$ cat config.mk
export PLATFORM = sky130hd
export DESIGN_NAME = shift_unit_seq
export DESIGN_NICKNAME = d
export VERILOG_FILES = /design/src/rtl/shift_unit_seq.sv
export SDC_FILE = /design/constraint.sdc
export NUM_CORES = 1
export LEC_CHECK = 0
export ABC_CLOCK_PERIOD_IN_PS = 3100
export BUFFER_PORTS_ARGS = -buffer_cell sky130_fd_sc_hd__clkbuf_2
export CORE_MARGIN = 1.5
export CORE_UTILIZATION = 45
export DETAILED_ROUTE_END_ITERATION = 10
export PLACE_DENSITY = 0.72
export SLEW_MARGIN = 20
export SYNTH_ARGS = -nofsm -noshare
export SYNTH_HDL_FRONTEND = slang
export SYNTH_SLANG_ARGS = --single-unit
export TNS_END_PERCENT = 30
$ cat constraint.sdc
create_clock -name clk -period 3.1 [get_ports clk]
set_input_delay 0.31 -clock clk [delete_from_list [all_inputs] [get_ports clk]]
set_output_delay 0.31 -clock clk [all_outputs]
set_load 0.01 [all_outputs]
$ cat src/rtl/shift_unit_seq.sv
// shift_unit_seq: multi-cycle SLL/SRL/SRA/ROL shifter.
// Moves STEP bit positions per clock under a start/busy/done handshake.
module shift_unit_seq #(
    parameter int WIDTH   = 16,
    parameter int SHAMT_W = $clog2(WIDTH),
    parameter int STEP    = 1
) (
    input  logic               clk,
    input  logic               reset,
    input  logic               start,
    input  logic [1:0]         mode,
    input  logic [SHAMT_W-1:0] shamt,
    input  logic [WIDTH-1:0]   in,
    output logic               busy,
    output logic               done,
    output logic [WIDTH-1:0]   out,
    output logic               carry
);

    typedef enum logic [1:0] {
        S_IDLE  = 2'd0,
        S_SHIFT = 2'd1,
        S_DONE  = 2'd2
    } state_e;

    typedef enum logic [1:0] {
        M_SLL = 2'b00,
        M_SRL = 2'b01,
        M_SRA = 2'b10,
        M_ROL = 2'b11
    } mode_e;

    localparam logic [SHAMT_W-1:0] STEP_C = SHAMT_W'(STEP);
    localparam logic [SHAMT_W:0]   LW_C   = (SHAMT_W + 1)'(WIDTH);

    state_e             state_q;
    mode_e              mode_q;
    logic [WIDTH-1:0]   w_q, w_d;
    logic               cw_q, cw_d;
    logic [SHAMT_W-1:0] rem_q, rem_d;
    logic [SHAMT_W-1:0] k_d;
    logic [SHAMT_W:0]   lsh;
    logic [SHAMT_W-1:0] rsh;
    logic [WIDTH-1:0]   out_q;
    logic               carry_q;
    logic               busy_q;
    logic               done_q;

    // One step of the working register: shift by min(STEP, remaining).
    // For left moves the last bit out is w[WIDTH-k]; for right moves w[k-1].
    always_comb begin
        k_d   = (rem_q < STEP_C) ? rem_q : STEP_C;
        lsh   = LW_C - {1'b0, k_d};
        rsh   = k_d - 1'b1;
        w_d   = w_q;
        cw_d  = cw_q;
        unique case (mode_q)
            M_SLL: begin
                w_d  = w_q << k_d;
                cw_d = w_q[lsh[SHAMT_W-1:0]];
            end
            M_SRL: begin
                w_d  = w_q >> k_d;
                cw_d = w_q[rsh];
            end
            M_SRA: begin
                w_d  = WIDTH'($signed(w_q) >>> k_d);
                cw_d = w_q[rsh];
            end
            M_ROL: begin
                w_d  = (w_q << k_d) | (w_q >> lsh);
                cw_d = w_q[lsh[SHAMT_W-1:0]];
            end
        endcase
        rem_d = rem_q - k_d;
    end

    // Control FSM with registered busy/done/out/carry.
    always_ff @(posedge clk) begin
        if (reset) begin
            state_q <= S_IDLE;
            mode_q  <= M_SLL;
            w_q     <= '0;
            cw_q    <= 1'b0;
            rem_q   <= '0;
            out_q   <= '0;
            carry_q <= 1'b0;
            busy_q  <= 1'b0;
            done_q  <= 1'b0;
        end else begin
            unique case (state_q)
                S_IDLE, S_DONE: begin
                    state_q <= S_IDLE;
                    busy_q  <= 1'b0;
                    done_q  <= 1'b0;
                    if (start) begin
                        if (shamt != '0) begin
                            w_q     <= in;
                            mode_q  <= mode_e'(mode);
                            rem_q   <= shamt;
                            cw_q    <= 1'b0;
                            state_q <= S_SHIFT;
                            busy_q  <= 1'b1;
                        end else begin
                            out_q   <= in;
                            carry_q <= 1'b0;
                            state_q <= S_DONE;
                            done_q  <= 1'b1;
                        end
                    end
                end
                S_SHIFT: begin
                    w_q   <= w_d;
                    cw_q  <= cw_d;
                    rem_q <= rem_d;
                    if (rem_d == '0) begin
                        out_q   <= w_d;
                        carry_q <= cw_d;
                        state_q <= S_DONE;
                        busy_q  <= 1'b0;
                        done_q  <= 1'b1;
                    end
                end
                default: begin
                    state_q <= S_IDLE;
                    busy_q  <= 1'b0;
                    done_q  <= 1'b0;
                end
            endcase
        end
    end

    assign busy  = busy_q;
    assign done  = done_q;
    assign out   = out_q;
    assign carry = carry_q;

endmodule

* After elaboration in Yosys (flattened, before gate mapping)
Index checks and enable logic that the tools add are counted.
** Word-level totals
- Bits in registers :: 43
- Input bits :: 25
** Operators by class
- Reduce and logical (&&, ||, !) cells :: 11
- Add/subtract/negate cells :: 3
- Shift operators :: 4
- Eq/ne operators :: 9
- Bitwise gates (word level) :: 1
- Muxes and demuxes :: 33
- Magnitude comparators :: 3
** Operators with widths (count)
- 16-bit two-way mux :: 5
- 16-bit one-hot mux with 2 select lines :: 2
- 16-bit one-hot mux with 4 select lines :: 1
- 16-bit OR :: 1
- 16-bit by 4-bit << shifter with 16-bit output :: 1
- 16-bit by 4-bit >> shifter with 16-bit output :: 1
- 16-bit by 5-bit >> shifter with 16-bit output :: 1
- 16-bit by 4-bit >>> shifter with 16-bit output :: 1
- 4-bit two-way mux :: 3
- 1-bit two-way mux :: 11
- 4-bit by 5-bit < comparator with 1-bit output (second input constant) :: 2
- 1-bit binary-select mux with 4-bit select :: 2
- 2-bit inequality test (second input constant) :: 4
- 1-bit one-hot mux with 2 select lines :: 4
- 4-bit one-hot mux with 2 select lines :: 1
- 2-bit equality test (second input constant) :: 3
- 2-bit two-way mux :: 3
- 3-bit AND reduction :: 2
- 2-bit OR reduction :: 3
- 5-bit by 4-bit subtractor with 5-bit output (first input constant) :: 1
- 2-bit by 1-bit equality test with 1-bit output (second input constant) :: 2
- 2-bit logical NOT :: 2
- 4-bit logical NOT :: 1
- 4-bit by 1-bit < comparator with 1-bit output (second input constant) :: 1
- other kinds (6) :: 6

* Longest topological paths before layout
- Word-level depth :: 8
- Depth in mapped cells :: 11

* Worst setup path before layout
OpenSTA, ideal clock, no wires.
- Kind :: register to register
- Start :: register rem_q[3]
- End :: register out_q[0] (netlist: out[0])
- Path slack :: 0.481 ns
- Buffers on the path :: 3
- Clock period less this slack :: 2.619 ns
- Data required time :: 2.967 ns
- Data arrival time :: 2.486 ns
- Cell stages (with the launch flop) :: 12
- Path through :: dfxtp_1 > or4_4 > clkinv_4 > buf_2 > ha_1 > clkbuf_1 > buf_2 > mux2i_1 > nor3_1 > o211a_1 > a211oi_1 > o22ai_1
** Between the ends
- Longest elaborated chain between the ends :: 8
** Ends and longest elaborated chain
- start, declared :: line 40 : logic [SHAMT_W-1:0] rem_q, rem_d;
- start signal, assigned :: line 100 : rem_q <= shamt;
- start signal, assigned :: line 115 : rem_q <= rem_d;
- 4-bit by 1-bit < comparator with 1-bit output :: line 52 : k_d = (rem_q < STEP_C) ? rem_q : STEP_C;
- 4-bit two-way mux :: line 52
- 5-bit by 4-bit subtractor with 5-bit output :: line 53 : lsh = LW_C - {1'b0, k_d};
- 16-bit by 5-bit >> shifter with 16-bit output :: line 71 : w_d = (w_q << k_d) | (w_q >> lsh);
- 16-bit OR :: line 71
- 16-bit one-hot mux with 4 select lines :: line 57 : unique case (mode_q)
- 16-bit two-way mux :: line 116 : if (rem_d == '0) begin
- 16-bit one-hot mux with 2 select lines :: line 91 : unique case (state_q)
- end signal, assigned :: line 105 : out_q <= in;
- end signal, assigned :: line 117 : out_q <= w_d;
- end, declared :: line 44 : logic [WIDTH-1:0] out_q;
Several ways; a longest one is shown, not always the timed one. The select of a mux whose other input is x is not followed.
A chain may end at the register's enable or synchronous reset.

* Worst setup path in the final report
- Start :: register rem_q[3]
- End :: register out_q[5] (netlist: out[5])
The elaborated chain is that of the path after synthesis.

==> flow_summary.json <==
{
  "status": "finished, final reports clean",
  "cts_tree": "built",
  "synth_area_leader_cell": "dfxtp_1",
  "root_buffer": "clkbuf_8",
  "cp.required_ps": 3320,
  "cts_hold_buffers": 0,
  "fp-row-count": 28,
  "wl_um": 8547,
  "cp-end-kind": "register",
  "vias": 3074,
  "synth_area_leaders": "dfxtp_1 (30%), a21oi_1 (8.3%), nand2_1 (5.3%), nor2_1 (4.5%), a211oi_1 (3.5%)",
  "drc": 0,
  "path_class": "reg2reg",
  "min_period_ps": 2683,
  "critical_path.startpoint_type": "register",
  "synth_edf_count": 0,
  "grt_first_pass_wirelength_um": 13580,
  "hold_path_depth": 3,
  "cp_slowest_cell": "or4_4",
  "ant_nets": 0,
  "dr.max_layer_used": "met4",
  "wire_per_inst_um": 17.70,
  "cts_max_level": 2,
  "cts_sinks": 42,
  "drtIter0Drc": 378,
  "first_global_vias": 2721,
  "pwr_density_cell_mw_per_mm2": 590.4,
  "report.final.slew_viol_count": 0,
  "path_cells": "or4_4 > clkinv_4 > ha_1 > mux2_2 > a21oi_1 > a2111oi_0 > a211oi_1 > a211oi_1",
  "max_freq_mhz": 372.7,
  "vdd_drop_max_v": 0.0003426,
  "syn2layout_area_growth_pct": 12.00,
  "utilization": 0.5284,
  "drv_cap": 0,
  "async_flop_share": 0,
  "synth_nets": 413,
  "reg2regPathDepth": 8,
  "wl_met1_um": 3916,
  "routed_via_density": 6.364,
  "dr_wl_met2_um": 3898,
  "min_path_type": "in2reg",
  "postCtsSetupBuffers": 0,
  "die_h_um": 82.25,
  "synth.distinct_cells": 53,
  "firstDrtPassIters": 5,
  "antenna_found_initial": 0,
  "synth-seq-area-share": 0.2975,
  "skew_ps": 8.438,
  "setup_viol": 0,
  "syn_area_per_cell_um2": 7.419,
  "finalCritPeriodShare": 0.8656,
  "met3_length_um": 569,
  "grt_max_degree": 39,
  "hold_violations": 0,
  "synthCells": 381,
  "max_stage_delay_ps": 560,
  "synth_flop_cell": "dfxtp_1",
  "clock_path_buffers": 2,
  "rsz0062_at_grt": "no",
  "num-nets-final": 440,
  "synth_top_area_frac": 0.2975,
  "die_x_um": 82.25,
  "relSlewSlack": 0.4533,
  "antenna_cells": 0,
  "coreArea_mm2": 0.005991,
  "synth_seq_cells": 42,
  "p_leak_nw": 1.201,
  "clock_latency_ps": 300,
  "syn_area_mm2": 0.002826,
  "cts_made_buffers": 5,
  "worstPathArrival_ps": 2900,
  "cts_resized": 0,
  "port_buffers": 43,
  "fp.dieArea_mm2": 0.006765,
  "ys_warn_count": 0,
  "cp_common_cell": "a211oi_1",
  "grt-ovfl-total": 0,
  "initial_core_util": 0.4718,
  "final.setup.tns_ps": 0,
  "dp.final_hpwl_um": 5983,
  "grt_use_total": 0.2632,
  "tightest_slew_ps": 817.0,
  "drive_above_1_share": 0.1936,
  "critPathMaxFanout": 14,
  "path_clk_slew_ps": 80,
  "place.gp.congestion": 0.9477,
  "io_pins": 44
}
## layout make-up
type / instances / area (µm²)
multi-input combinational: 299 / 1829
timing repair buffer: 52 / 282.8
tap: 75 / 93.84
fill: 599 / 2825
sequential: 42 / 840.8
inverter: 8 / 35.03
clock buffer: 5 / 68.82
clock inverter: 2 / 15.01
## synthesized netlist by cell type, types with 2 or more instances
cell type / count
nand3b_1: 9
a31o_2: 2
nor3_1: 11
o32ai_1: 3
a211oi_1: 13
and3_1: 2
o211ai_1: 6
nand2b_1: 15
nor4_1: 2
a31oi_1: 5
mux2i_1: 8
nand4_1: 4
o21ai_0: 19
dfxtp_1: 42
nor2b_1: 3
o21ai_1: 3
nand2_1: 40
or2_2: 3
o41ai_1: 3
a22oi_1: 4
nand3_1: 14
mux2_2: 5
buf_2: 8
inv_1: 7
mux4_2: 2
a21oi_1: 47
nor2_1: 34
ha_1: 7
buf_1: 2
or4_1: 2
clkbuf_1: 22
o22ai_1: 12
or3_1: 2
## state kept, by name (all words and copies together), names as in the netlist
| name | count |
|---|---|
| w_q | 16 |
| mode_q | 2 |
| carry | 1 |
| out | 16 |
| rem_q | 4 |
| busy | 1 |
| state_q | 2 |
## per-layer routing
metal / global-route usage / vias up
met5: 0 / -
met4: 0.09153 / 0
met3: 0.03846 / 15
met2: 0.4106 / 133
met1: 0.3673 / 1465
li1: - / 1461
## where the power goes
group          internal [mW]  switching (mW)
clock network          0.154           0.203
logic                  0.309           0.494
registers              0.611          0.0975
total                   1.07           0.795
## metrics by stage
| step | worst slack, ps | power (mW) | instance area (µm²) | hold WS, ps | instances |
|---|---|---|---|---|---|
| finish | 416.7 | 1.869 | 3166 | 229.1 | 483 |
| global route | 168.5 | 1.983 | 3166 | 226.0 | 483 |
| CTS | 167.1 | 1.858 | 3159 | 220.5 | 483 |
| detailed placement | 210.1 | 1.503 | 3075 | 447.7 | 476 |
| global placement | 324.7 | 1.493 | 3075 | 441.6 | 476 |
| floorplan | 481.2 | 1.283 | 2826 | 446.0 | 381 |
## final timing paths
kind / to / start / slack (ps)
min reg2reg: out[15] / out[15] / 460
max reg2reg: out[5] / rem_q[3] / 420
min: mode_q[0] / mode[0] / 230
max: out[5] / rem_q[3] / 420
## cells in the final DEF, fill, tap and decap left out, types with 3 or more instances in the layout
cell / count
nand2b_1: 15
o211ai_1: 6
a21oi_1: 47
o41ai_1: 3
nand2_1: 40
dfxtp_1: 42
o21ai_0: 19
clkbuf_8: 5
clkbuf_2: 43
a211oi_1: 13
nor3_1: 11
nand3b_1: 9
or2_2: 3
nor2_1: 34
a31oi_1: 4
inv_1: 7
o22ai_1: 12
mux2_2: 5
ha_1: 7
mux2i_1: 8
o21ai_1: 3
nand3_1: 14
nand4_1: 4
buf_4: 9
a22oi_1: 4
o32ai_1: 3
## logic make-up (layout without fill, tap and decap cells)
logic type / Yosys count / count (layout) / synth area share
buffers and inverters: 40 / 67 / 0.05844
other: 1 / 1 / 0.001327
adders and majority gates: 7 / 7 / 0.03099
AOI/OAI and AO/OA: 132 / 132 / 0.2970
xor gates and xnor gates: 1 / 1 / 0.003099
and+or+nand+nor: 143 / 143 / 0.2474
DFF: 42 / 42 / 0.2975
muxes: 15 / 15 / 0.06419
## worst max-delay path: cells and delay by family (launching register included)
kind	cells	cell delay, ps
simple gates	1	560
mux	1	340
compound gates	4	830
fa+ha+maj	1	450
flops	1	350
buf+inv	1	70
Power figures use the tool's default switching activity.
